$ cat src/rtl/code_lock_pkg.sv
// Shared types and default constants for the code lock.
package code_lock_pkg;

  localparam int unsigned KEY_W = 8;

  localparam logic [KEY_W-1:0] DEFAULT_KEY_C    = 8'hA5;
  localparam int unsigned      MAX_FAILS_C      = 3;
  localparam int unsigned      LOCKOUT_CYCLES_C = 16;

  typedef enum logic [1:0] {
    LOCKED   = 2'd0,
    CHECK    = 2'd1,
    UNLOCKED = 2'd2,
    LOCKOUT  = 2'd3
  } state_t;

endpackage

$ cat src/rtl/code_lock_cmp.sv
// Equality comparator between the captured attempt and the stored secret.
module code_lock_cmp
  import code_lock_pkg::*;
(
  input  logic [KEY_W-1:0] a,
  input  logic [KEY_W-1:0] b,
  output logic             equals
);

  assign equals = (a == b);

endmodule

$ cat src/rtl/code_lock.sv
// Keypad-style code lock: one-cycle compare, consecutive-failure lockout, reprogrammable secret.
module code_lock
  import code_lock_pkg::*;
#(
  parameter logic [KEY_W-1:0] DEFAULT_KEY    = DEFAULT_KEY_C,
  parameter int unsigned      MAX_FAILS      = MAX_FAILS_C,
  parameter int unsigned      LOCKOUT_CYCLES = LOCKOUT_CYCLES_C
) (
  input  logic             clk,
  input  logic             rst_n,
  input  logic [KEY_W-1:0] key_in,
  input  logic             key_valid,
  input  logic             prog,
  input  logic             lock_cmd,
  output logic             ready,
  output logic             unlocked,
  output logic             alarm,
  output logic             ok_pulse,
  output logic             err_pulse,
  output logic [1:0]       fail_count
);

  localparam logic [7:0] LOCK_LAST = 8'(LOCKOUT_CYCLES - 1);
  localparam logic [2:0] FAIL_LIM  = 3'(MAX_FAILS);
  localparam logic [1:0] FAIL_SAT  = 2'(MAX_FAILS);

  state_t           state;
  logic [KEY_W-1:0] secret;
  logic [KEY_W-1:0] attempt;
  logic [7:0]       timer;
  logic             match;
  logic [2:0]       fail_next;

  code_lock_cmp u_cmp (
    .a      (attempt),
    .b      (secret),
    .equals (match)
  );

  // Widened so the limit test never wraps when fail_count is already 3.
  assign fail_next = {1'b0, fail_count} + 3'd1;

  assign ready    = (state == LOCKED) || (state == UNLOCKED);
  assign unlocked = (state == UNLOCKED);
  assign alarm    = (state == LOCKOUT);

  always_ff @(posedge clk or negedge rst_n) begin
    if (!rst_n) begin
      state      <= LOCKED;
      secret     <= DEFAULT_KEY;
      attempt    <= '0;
      timer      <= '0;
      fail_count <= '0;
      ok_pulse   <= 1'b0;
      err_pulse  <= 1'b0;
    end else begin
      ok_pulse  <= 1'b0;
      err_pulse <= 1'b0;
      unique case (state)
        LOCKED: begin
          if (key_valid) begin
            attempt <= key_in;
            state   <= CHECK;
          end
        end
        CHECK: begin
          if (match) begin
            state      <= UNLOCKED;
            fail_count <= '0;
            ok_pulse   <= 1'b1;
          end else begin
            err_pulse <= 1'b1;
            if (fail_next >= FAIL_LIM) begin
              state      <= LOCKOUT;
              timer      <= LOCK_LAST;
              fail_count <= FAIL_SAT;
            end else begin
              state      <= LOCKED;
              fail_count <= fail_next[1:0];
            end
          end
        end
        UNLOCKED: begin
          // Programming and relock in the same cycle both apply.
          if (key_valid && prog) secret <= key_in;
          if (lock_cmd) state <= LOCKED;
        end
        LOCKOUT: begin
          if (timer == 8'd0) begin
            state      <= LOCKED;
            fail_count <= '0;
          end else begin
            timer <= timer - 8'd1;
          end
        end
        default: state <= LOCKED;
      endcase
    end
  end

endmodule

$ cat config.mk
export PLATFORM = sky130hd
export DESIGN_NAME = code_lock
export DESIGN_NICKNAME = d
export VERILOG_FILES = /design/src/rtl/code_lock_pkg.sv /design/src/rtl/code_lock_cmp.sv /design/src/rtl/code_lock.sv
export SDC_FILE = /design/constraint.sdc
export NUM_CORES = 1
export LEC_CHECK = 0
export ABC_AREA = 1
export BUFFER_PORTS_ARGS = -buffer_cell sky130_fd_sc_hd__buf_4
export CORE_MARGIN = 1
export CORE_UTILIZATION = 40
export DETAILED_ROUTE_END_ITERATION = 10
export GPL_TIMING_DRIVEN = 0
export HOLD_SLACK_MARGIN = 0.02
export PLACE_DENSITY_LB_ADDON = 0.25
export SLEW_MARGIN = 10
export SYNTH_ARGS = -nofsm -noshare
export SYNTH_HDL_FRONTEND = slang
export SYNTH_HIERARCHICAL = 1
export SYNTH_SLANG_ARGS = --single-unit
$ cat constraint.sdc
create_clock -name clk -period 1.5 [get_ports clk]
set_input_delay 0.3 -clock clk [delete_from_list [all_inputs] [get_ports clk]]
set_output_delay 0.3 -clock clk [all_outputs]
set_load 0.01 [all_outputs]
==> results.md <==
* Outcome: complete, but fails checks
* Failing checks: setup timing
* Total grt overflow at 0
* FMAX at 638 MHz
* Yosys top cell area share at 0.390
* Die Span X at 66.6 µm
* Critical Path AT at 1730 ps
* Nets at 262
* Final cell count without fillers at 297
* Crit Path Class: reg -> reg
* TritonCTS clock tree: done
* Largest net degree at the start of global routing at 31
* Fill count at 397
* Inserted Diodes at 0
* Most numerous cell in the Yosys netlist: nand2_1
* Power Dens Cells at 2010 nW/µm²
* Clock-pin slew on the worst setup and hold paths at 60 ps
* CP Max Fanout at 3
* Initial antenna violation count at 0
* Syn-to-layout area delta at 24.7%
* CP startpoint kind: register
* Unrepaired setup endpoints after global routing: true
* GRT met3 Usage at 0.0531
* Global-route wire length before repair at 6070 µm
* Crit path launch: secret[5]
* CTS Buf Count at 5
* Routed vias/inst at 4.68
* I/O pins at 20
* Hold_ws at 238 ps
* Syn Inst Count at 214
* Worst-Margin Slew at 382 ps
* Starting density of the core at 0.417
* Final hold viol count at 0
* Drc violations at 0
* M2 GR Usage at 0.319
* Vias in the first global route at 1402
* Post-synthesis net count at 229
* Port bufs at 19
* Tmin final at 1570 ps
* Post-synthesis register bit count at 30
* GR Util met1 at 0.209
* FF-to-FF Start: secret[5]
* DR iter-0 viols at 71
* Async SR Flop Fraction at 1.00
* Vias at 1390
* Top cells by count, synth: 59 x nand2_1, 33 x inv_1, 26 x dfrtp_1, 24 x nor2_1
* Buffer depth of the longest clock path at 2
* ANT nets after route at 0
* Headroom to the max-slew limit at 0.745
* Number of max-cap violations at 0
* Initial DRT Pass Iterations at 4
* Die Area at 4430 µm²
* Clock tree root buffer cell: clkbuf_8
* Peak VDD IR at 1.13 mV
* Routability Congestion at 0.821
* Final Worst Setup Slack at -68.5 ps
* WL/cell at 11.3 µm
* Warnings from Yosys at 6
* Data required, critical path at 1660 ps
* Hold_sp: key_in[5]
* Core Region at 4000 µm²
* Insertion delay to the later sink of the worst-skew pair at 290 ps
* Die height at 66.6 µm
* Hold Path Stages at 3
* Synth Cell Area at 1670 µm²
* Fin Clk Skew at 6.20 ps
* # setup viols final at 10
* Routed WL at 3350 µm
* Hold WC Path Type: in -> reg
* Std-Cell Rows at 23
* FF-to-FF path depth at 10
* Overall routing resource usage at 0.188
* Library cells used by synthesis at 24
* GR peak layer: met2
* Top cell type by total area after synthesis: dfrtp_1
* Layout cell share with drive strength beyond 1 at 0.304
* Syn Area/Cell at 7.80 µm²
* Max H-tree Level at 2
* Worst setup EP type: register
* Final worst path period share at 1.05
* Sequential-to-total area share from yosys stat at 0.453
* Clock sinks at 30
* Area contributors post-synth: dfrtp_1 39%, nand2_1 13%, inv_1 7.4%
* Max Slew Vio Count at 0
* Primary FF master, synth: dfrtp_1
* Number of synthesized flops with an enable pin at 0
* Leak Pwr at 1.07 nW
* Final HPWL DP at 2310 µm
* Cell count after placement at 283
[what timing repair did]
item,CTS,global route
cloned,0,0
hold endpoints to repair,26,0
buffers inserted,3,3
gates resized for setup,5,11
pin swaps,3,14
endpoints found under the setup margin,12,14
hold buffers,1,0
[report_power, final]
group	leakage (nW)	internal, mW	total, mW	switching [mW]
registers	0.365	1.19	1.51	0.313
clock network	0.0573	0.531	0.831	0.300
logic	0.650	0.783	1.84	1.06
[layer usage]
metal,share of wire,vias to the layer above
met5,0,-
met4,0.028,0
met3,0.038,10
met2,0.50,22
met1,0.44,628
li1,-,730
[layout make-up]
type                       instances  area (µm²)  share of cell area
buffer                             2        22.5              0.0108
sequential                        30         757               0.364
tap                               50        62.6              0.0301
multi-input combinational        145         785               0.377
inverter                          37         144              0.0692
timing repair buffer              26         198              0.0950
clock buffer                       6        82.6              0.0397
clock inverter                     1        30.0              0.0144
[state kept, by name, summed over array words and instances (netlist names)]
register    flops
attempt         8
err_pulse       1
fail_count      2
ok_pulse        1
secret          8
state           2
timer           8
[kinds of logic (layout without fill, tap and decap cells)]
logic type,Yosys count,count (layout),synth area share
AND/OR/NAND/NOR,112,112,0.320
AO/OA/AOI/OAI,30,30,0.107
adder cells (fa/ha/maj),2,2,0.0150
XOR/XNOR,1,1,0.00525
buffers and inverters,39,72,0.0997
flip-flops,30,30,0.453
[path summary, 6_finish.rpt]
path                       slack, ps        end
max reg2reg                      -70   state[0]
min in group asynchronous        480   ok_pulse
max                              -70   state[0]
max in group asynchronous        700  secret[5]
min                              240  secret[5]
min reg2reg                      480  secret[2]
[critical path, stage by stage, from the launching register on]
cell	delay, ps
dfstp_2	540
nand2_1	50
inv_1	50
nor2_1	40
nor2_1	120
nand2_1	120
nor2_4	140
nor2_4	60
buf_4	130
a21oi_2	140
a21oi_2	60
[cells in the final DEF (no fill, tap or decap), drive strengths merged]
cell type and n:
o21ai 23, buf 27, ha 2, bufinv 1, nand4 4, xor2 1
o211ai 2, a21oi 3, dfrtp 26, nand3 11, inv 36, nor2 26
dlygate4sd3 1, clkbuf 6, clkinv 1, dfstp 4, o21bai 2, nand2 71
[through the flow]
stage | TNS (ps) | power [mW] | setup slack (ps) | instance area (µm²) | utilization
floorplan | 0 | 2.70 | 9.30 | 1670 | -
global placement | -1520 | 3.08 | -194 | 1870 | 0.469
detailed placement | -1590 | 3.13 | -199 | 1870 | 0.469
CTS | -464 | 4.07 | -69.3 | 2030 | 0.508
global route | -1420 | 4.59 | -151 | 2080 | 0.520
finish | -451 | 4.18 | -68.5 | 2080 | 0.520
Power figures use the tool's default switching activity.
